`src/rtl/stopwatch_counter.sv`:
```
// stopwatch_counter: divides clk into 1 Hz / 2 Hz ticks and keeps MM:SS as four BCD digits,
// with pause/resume and a per-field manual adjust mode stepped at 2 Hz.
module stopwatch_counter #(
    parameter int unsigned ONE_HZ_DIV = 100_000_000,
    parameter int unsigned TWO_HZ_DIV = 50_000_000
) (
    input  logic       clk,
    input  logic       resett,
    input  logic       pause,
    input  logic       select,
    input  logic [1:0] adj,
    output logic [3:0] min1,
    output logic [3:0] min0,
    output logic [3:0] sec1,
    output logic [3:0] sec0,
    output logic       paused,
    output logic       adjusting,
    output logic       blink
);

    localparam int unsigned DIV1_W = (ONE_HZ_DIV > 1) ? $clog2(ONE_HZ_DIV) : 1;
    localparam int unsigned DIV2_W = (TWO_HZ_DIV > 1) ? $clog2(TWO_HZ_DIV) : 1;
    localparam logic [DIV1_W-1:0] DIV1_MAX = DIV1_W'(ONE_HZ_DIV - 1);
    localparam logic [DIV2_W-1:0] DIV2_MAX = DIV2_W'(TWO_HZ_DIV - 1);

    logic [DIV1_W-1:0] div1_q, div1_d;
    logic [DIV2_W-1:0] div2_q, div2_d;
    logic [3:0]        min1_q, min1_d, min0_q, min0_d;
    logic [3:0]        sec1_q, sec1_d, sec0_q, sec0_d;
    logic              paused_q, paused_d;
    logic              adjusting_q, adjusting_d;
    logic              blink_q, blink_d;
    logic              tick1_c, tick2_c;
    logic              sec_wrap_c;

    // One step of a 00..59 BCD field, wrapping in both directions; returns {tens, units}.
    function automatic logic [7:0] bcd_step(input logic [3:0] tens, input logic [3:0] units,
                                            input logic down);
        logic [3:0] t;
        logic [3:0] u;
        t = tens;
        u = units;
        if (!down) begin
            if (units == 4'd9) begin
                u = 4'd0;
                t = (tens == 4'd5) ? 4'd0 : tens + 4'd1;
            end else begin
                u = units + 4'd1;
            end
        end else begin
            if (units == 4'd0) begin
                u = 4'd9;
                t = (tens == 4'd0) ? 4'd5 : tens - 4'd1;
            end else begin
                u = units - 4'd1;
            end
        end
        return {t, u};
    endfunction

    // Next-state: free-running dividers, time/adjust update, pause toggle, blink.
    always_comb begin
        div1_d      = (div1_q == DIV1_MAX) ? '0 : div1_q + DIV1_W'(1);
        div2_d      = (div2_q == DIV2_MAX) ? '0 : div2_q + DIV2_W'(1);
        tick1_c     = (div1_q == DIV1_MAX);
        tick2_c     = (div2_q == DIV2_MAX);
        sec_wrap_c  = (sec1_q == 4'd5) && (sec0_q == 4'd9);
        min1_d      = min1_q;
        min0_d      = min0_q;
        sec1_d      = sec1_q;
        sec0_d      = sec0_q;
        paused_d    = paused_q;
        adjusting_d = adj[0];
        blink_d     = blink_q;

        if (adj[0]) begin
            // Adjust: only the selected field moves, never carries, ignores pause.
            if (tick2_c) begin
                if (select) begin
                    {sec1_d, sec0_d} = bcd_step(sec1_q, sec0_q, adj[1]);
                end else begin
                    {min1_d, min0_d} = bcd_step(min1_q, min0_q, adj[1]);
                end
            end
        end else if (tick1_c && !paused_q) begin
            {sec1_d, sec0_d} = bcd_step(sec1_q, sec0_q, 1'b0);
            if (sec_wrap_c) begin
                {min1_d, min0_d} = bcd_step(min1_q, min0_q, 1'b0);
            end
        end

        if (pause) begin
            paused_d = ~paused_q;
        end
        if (tick2_c) begin
            blink_d = ~blink_q;
        end
    end

    // State registers with asynchronous active-high reset.
    always_ff @(posedge clk or posedge resett) begin
        if (resett) begin
            div1_q      <= '0;
            div2_q      <= '0;
            min1_q      <= 4'd0;
            min0_q      <= 4'd0;
            sec1_q      <= 4'd0;
            sec0_q      <= 4'd0;
            paused_q    <= 1'b0;
            adjusting_q <= 1'b0;
            blink_q     <= 1'b0;
        end else begin
            div1_q      <= div1_d;
            div2_q      <= div2_d;
            min1_q      <= min1_d;
            min0_q      <= min0_d;
            sec1_q      <= sec1_d;
            sec0_q      <= sec0_d;
            paused_q    <= paused_d;
            adjusting_q <= adjusting_d;
            blink_q     <= blink_d;
        end
    end

    assign min1      = min1_q;
    assign min0      = min0_q;
    assign sec1      = sec1_q;
    assign sec0      = sec0_q;
    assign paused    = paused_q;
    assign adjusting = adjusting_q;
    assign blink     = blink_q;

endmodule
```
`config.mk`:
```
export PLATFORM = sky130hd
export DESIGN_NAME = stopwatch_counter
export DESIGN_NICKNAME = d
export VERILOG_FILES = /design/src/rtl/stopwatch_counter.sv
export SDC_FILE = /design/constraint.sdc
export NUM_CORES = 1
export LEC_CHECK = 0
export CORE_MARGIN = 2
export CORE_UTILIZATION = 40
export DETAILED_ROUTE_END_ITERATION = 7
export GPL_ROUTABILITY_DRIVEN = 0
export SLEW_MARGIN = 20
export SYNTH_ARGS = -nofsm -noshare
export SYNTH_HDL_FRONTEND = slang
export SYNTH_SLANG_ARGS = --single-unit
```
`constraint.sdc`:
```
create_clock -name clk -period 3.3 [get_ports clk]
set_input_delay 0.66 -clock clk [delete_from_list [all_inputs] [get_ports clk]]
set_output_delay 0.66 -clock clk [all_outputs]
set_load 0.05 [all_outputs]
```
==> impl_results.html <==
<table>
<tr><th>Metric</th><th>Value</th></tr>
<tr><th colspan="2">Route</th></tr>
<tr><td>Via density</td><td>5.47</td></tr>
<tr><td>Wire length per cell</td><td>14.5 um</td></tr>
<tr><td>Number of violations reported at the end of detailed-routing iteration 0</td><td>95</td></tr>
<tr><td>Via count of the routed design</td><td>3219</td></tr>
<tr><td>Count of nets left with antenna violations after detail routing</td><td>0</td></tr>
<tr><td>Number of DRC violations after detailed routing</td><td>0</td></tr>
<tr><td>Drt pass-1 iters</td><td>4</td></tr>
<tr><td>Detailed-route wire length</td><td>8.56 mm</td></tr>
<tr><th colspan="2">Global routing</th></tr>
<tr><td>Vias in the first global route</td><td>2959</td></tr>
<tr><td>First-pass GRT wire length</td><td>14.8 mm</td></tr>
<tr><td>Maximum number of pins on one net before global-route repair</td><td>36</td></tr>
<tr><td>Overflow after GRT</td><td>0</td></tr>
<tr><td>Global-route total usage across every layer</td><td>16.7%</td></tr>
<tr><td>Antenna violations before repair</td><td>0</td></tr>
<tr><th colspan="2">Logic synthesis</th></tr>
<tr><td>Synthesized-area fraction occupied by xor and xnor cells</td><td>10.0%</td></tr>
<tr><td>Fraction of registers with async set or reset after synthesis</td><td>100%</td></tr>
<tr><td>Share of synthesized cell area in and, or, nand and nor gates</td><td>28.8%</td></tr>
<tr><td>Adder and majority cell fraction of the synthesized area</td><td>0.622%</td></tr>
<tr><td>Average cell area after synthesis</td><td>9.28 um^2</td></tr>
<tr><td>Post-synthesis sequential area ratio</td><td>44.8%</td></tr>
<tr><td>Mapped cell area</td><td>0.00402 mm^2</td></tr>
<tr><td>Post-synthesis mux area share</td><td>0.996%</td></tr>
<tr><td>Yosys Warn Count</td><td>0</td></tr>
<tr><td>Most used DFF post-synth</td><td>sky130_fd_sc_hd__dfrtp_1</td></tr>
<tr><td>EDFF count, synth</td><td>0</td></tr>
<tr><td>Post-synthesis compound-gate area fraction</td><td>11.2%</td></tr>
<tr><td>Number of nets in the synthesized netlist</td><td>441</td></tr>
<tr><td>Netlist cell types</td><td>54</td></tr>
<tr><td>Cell count after synthesis</td><td>433</td></tr>
<tr><td>Combinational family with the most area after synthesis</td><td>simple AND/OR/NAND/NOR gates</td></tr>
<tr><td>Number of synthesized register bits</td><td>72</td></tr>
<tr><th colspan="2">Timing</th></tr>
<tr><td>Worst relative slew slack</td><td>47.7%</td></tr>
<tr><td>Skew final</td><td>0.0116 ns</td></tr>
<tr><td>Final period utilization</td><td>77.2%</td></tr>
<tr><td>Setup TNS</td><td>0 ns</td></tr>
<tr><td>Final critical delay including setup and external delays</td><td>2.55 ns</td></tr>
<tr><td>RSZ-0062 raised after global routing</td><td>no</td></tr>
<tr><td>Number of endpoints failing setup at the final stage</td><td>0</td></tr>
<tr><td>Final Slew Violations</td><td>0</td></tr>
<tr><td>Slew @ Worst Pin</td><td>0.785 ns</td></tr>
<tr><td>Number of failing hold endpoints at the final stage</td><td>0</td></tr>
<tr><td>Fmax</td><td>392 MHz</td></tr>
<tr><th colspan="2">Die</th></tr>
<tr><td>Overall die area</td><td>0.0109 mm^2</td></tr>
<tr><td>Starting density of the core</td><td>41.1%</td></tr>
<tr><td>Cell Rows</td><td>36</td></tr>
<tr><td>Number of I/O pins</td><td>25</td></tr>
<tr><td>Die outline height</td><td>104 um</td></tr>
<tr><td>Die span in x</td><td>104 um</td></tr>
<tr><td>Placeable core area</td><td>0.00977 mm^2</td></tr>
<tr><th colspan="2">Clocking</th></tr>
<tr><td>Post-CTS repair timing setup buffer count</td><td>0</td></tr>
<tr><td>Number of CTS-inserted buffers</td><td>9</td></tr>
<tr><td>Register clock-pin slew on the reported worst setup and hold paths</td><td>0.08 ns</td></tr>
<tr><td>Root Buffer Master</td><td>sky130_fd_sc_hd__clkbuf_8</td></tr>
<tr><td>Max H-tree Level</td><td>3</td></tr>
<tr><td>Clock tree from TritonCTS</td><td>done</td></tr>
<tr><td>Num Clock Sinks</td><td>72</td></tr>
<tr><td>Clock latency reported for the late side of the worst-skew pair</td><td>0.36 ns</td></tr>
<tr><td>Number of buffers on the longest clock path</td><td>2</td></tr>
<tr><td>Hold buffer count at CTS</td><td>0</td></tr>
<tr><td>Number of instances resized during post-cts repair</td><td>0</td></tr>
<tr><th colspan="2">Cells and area</th></tr>
<tr><td>Count of filler cells inserted in the layout</td><td>925</td></tr>
<tr><td>Footprint of the multi-input gates</td><td>0.00208 mm^2</td></tr>
<tr><td>Number of antenna cells inserted</td><td>0</td></tr>
<tr><td>Share of post-route cells with drive strength above 1</td><td>6.80%</td></tr>
<tr><td>NumNets Final</td><td>460</td></tr>
<tr><td>Register area</td><td>0.00180 mm^2</td></tr>
<tr><td>Area Overhead vs Synth</td><td>13.9%</td></tr>
<tr><th colspan="2">Pwr</th></tr>
<tr><td>Total power</td><td>1.70 mW</td></tr>
<tr><td>Leakage</td><td>1.90 nW</td></tr>
<tr><td>Switch Pwr</td><td>0.427 mW</td></tr>
<tr><td>Switching share of power</td><td>25.2%</td></tr>
<tr><td>Part of the total power dissipated in the clock network</td><td>41.2%</td></tr>
<tr><td>Internal Pwr Total</td><td>1.27 mW</td></tr>
<tr><td>Fraction of power consumed by combinational cells</td><td>5.9%</td></tr>
<tr><td>Power density cells</td><td>370 mW/mm^2</td></tr>
<tr><td>Sequential share of power</td><td>52.9%</td></tr>
<tr><td>Worst vdd rail ir drop</td><td>0.260 mV</td></tr>
<tr><th colspan="2">Hold path</th></tr>
<tr><td>Hold path cells</td><td>1</td></tr>
<tr><td>Min-delay worst type</td><td>register to register</td></tr>
<tr><th colspan="2">Flow run</th></tr>
<tr><td>Number of maximum-capacitance violations</td><td>0</td></tr>
<tr><th colspan="2">Placed design</th></tr>
<tr><td>Post-detailed-placement half-perimeter wirelength</td><td>5.86 mm</td></tr>
<tr><td>IO Port Bufs</td><td>24</td></tr>
<tr><th colspan="2">Worst setup path</th></tr>
<tr><td>Critical path start-end classification</td><td>register to register</td></tr>
<tr><td>Largest driver fanout on the critical path</td><td>14</td></tr>
<tr><td>Type of element capturing the critical path</td><td>register</td></tr>
<tr><td>Data required time of the critical path</td><td>3.55 ns</td></tr>
<tr><td>Crit path launch type</td><td>register</td></tr>
<tr><td>Arrival time reported for the critical path endpoint</td><td>2.80 ns</td></tr>
<tr><td>R2R depth</td><td>5</td></tr>
<tr><th colspan="2">Run status</th></tr>
<tr><td>Outcome</td><td>complete, no violations</td></tr>
</table>
layer usage:
metal	up-vias	wire, um	part of all wire [%]	track usage [%]
met2	60	3950	46	25.5
met1	1548	4190	49	23.2
met5	-	0	0	0
met4	0	117	1.4	5.98
li1	1600	-	-	-
met3	11	304	3.6	4.14
synthesized netlist by cell type (3+ instances only):
library cell / number / area share, %
sky130_fd_sc_hd__or4bb_1: 4 / 1.1
sky130_fd_sc_hd__buf_2: 3 / 0.37
sky130_fd_sc_hd__nand2_1: 32 / 3.0
sky130_fd_sc_hd__clkbuf_1: 16 / 1.5
sky130_fd_sc_hd__nor2b_1: 4 / 0.62
sky130_fd_sc_hd__a31oi_1: 7 / 1.1
sky130_fd_sc_hd__a41oi_1: 3 / 0.65
sky130_fd_sc_hd__dfrtp_1: 72 / 45
sky130_fd_sc_hd__nor4_1: 6 / 0.93
sky130_fd_sc_hd__mux2i_1: 4 / 1.0
sky130_fd_sc_hd__xor2_1: 19 / 4.1
sky130_fd_sc_hd__nand2b_1: 3 / 0.47
sky130_fd_sc_hd__and3_1: 10 / 1.6
sky130_fd_sc_hd__nand3_1: 34 / 4.2
sky130_fd_sc_hd__or3_1: 3 / 0.47
sky130_fd_sc_hd__a22oi_1: 3 / 0.56
sky130_fd_sc_hd__a21oi_1: 13 / 1.6
sky130_fd_sc_hd__nor2_1: 51 / 4.8
sky130_fd_sc_hd__o21ai_0: 14 / 1.7
sky130_fd_sc_hd__xnor2_1: 27 / 5.9
sky130_fd_sc_hd__nor3_1: 18 / 2.2
sky130_fd_sc_hd__o211ai_1: 4 / 0.75
sky130_fd_sc_hd__inv_1: 12 / 1.1
sky130_fd_sc_hd__o31ai_1: 5 / 0.93
sky130_fd_sc_hd__and2_1: 7 / 1.1
sky130_fd_sc_hd__nand4_1: 13 / 2.0
sky130_fd_sc_hd__and4_1: 8 / 1.7
sky130_fd_sc_hd__o22ai_1: 3 / 0.47
power by group through the flow:
stage          sequential, mW  clock (mW)  combinational, mW
2_1_floorplan           0.936           0             0.0399
3_3_place_gp            0.916           0              0.102
3_5_place_dp            0.916           0              0.102
4_1_cts                 0.898       0.723              0.102
5_1_grt                 0.899       0.767              0.109
6_report                0.897       0.698             0.0999
final timing paths:
path / from / to / slack (ns)
setup / recovery: div2_q[9] / min0[3] / 0.75
hold / removal: div2_q[4] / div2_q[4] / 0.47
setup reg to reg: div2_q[9] / min0[3] / 0.75
hold reg to reg: div2_q[4] / div2_q[4] / 0.47
max in group asynchronous: resett / div1_q[17] / 2.04
min in group asynchronous: resett / div2_q[7] / 0.64
cell type report:
type / instances / area share [%]
tap: 133 / 3.63
sequential: 72 / 39.3
multi-input combinational: 327 / 45.3
clock buffer: 9 / 2.70
timing repair buffer: 30 / 6.50
inverter: 12 / 0.983
clock inverter: 6 / 1.53
placed cells by master, fill, tap and decap left out, drive strengths merged, types with 4 or more instances in the layout:
cell,instances
buf,6
nand2,32
nor4,10
a21oi,13
o211ai,4
and4,9
xor2,19
nor3,18
and2,7
o21ai,14
o31ai,5
mux2i,4
nand4,13
nor2b,4
clkdlybuf4s50,24
dfrtp,72
nor2,51
clkbuf,9
and3,10
a31oi,7
or4bb,4
xnor2,27
inv,13
nand3,34
logic make-up after synthesis:
logic type / Yosys count
and+or+nand+nor: 209
DFF: 72
AOI/OAI and AO/OA: 66
xor gates and xnor gates: 46
buffers and inverters: 34
muxes: 4
adders and majority gates: 2
per-stage QoR:
| step | hold WS (ns) | setup slack [ns] | instance area (um^2) | utilization (%) | instances |
|---|---|---|---|---|---|
| 2_1_floorplan | 0.446 | 0.815 | 4020 | - | 433 |
| 3_3_place_gp | 0.466 | 0.430 | 4390 | 44.9 | 574 |
| 3_5_place_dp | 0.467 | 0.366 | 4390 | 44.9 | 574 |
| 4_1_cts | 0.479 | 0.740 | 4580 | 46.9 | 589 |
| 5_1_grt | 0.506 | 0.544 | 4580 | 46.9 | 589 |
| 6_report | 0.474 | 0.752 | 4580 | 46.9 | 589 |
sequential cells by signal, summed over array words and instances, names as in the netlist:
| name | flops |
|---|---|
| blink | 1 |
| min0 | 4 |
| adjusting | 1 |
| sec1 | 4 |
| div2_q | 26 |
| div1_q | 27 |
| min1 | 4 |
| sec0 | 4 |
| paused | 1 |
critical path: stages (launching register included):
cell	delay (ns)
sky130_fd_sc_hd__dfrtp_1	0.40
sky130_fd_sc_hd__or4_1	0.57
sky130_fd_sc_hd__nor4_2	0.46
sky130_fd_sc_hd__a32oi_2	0.34
sky130_fd_sc_hd__o31a_2	0.45
sky130_fd_sc_hd__a211o_1	0.22
Power figures use the tool's default switching activity.
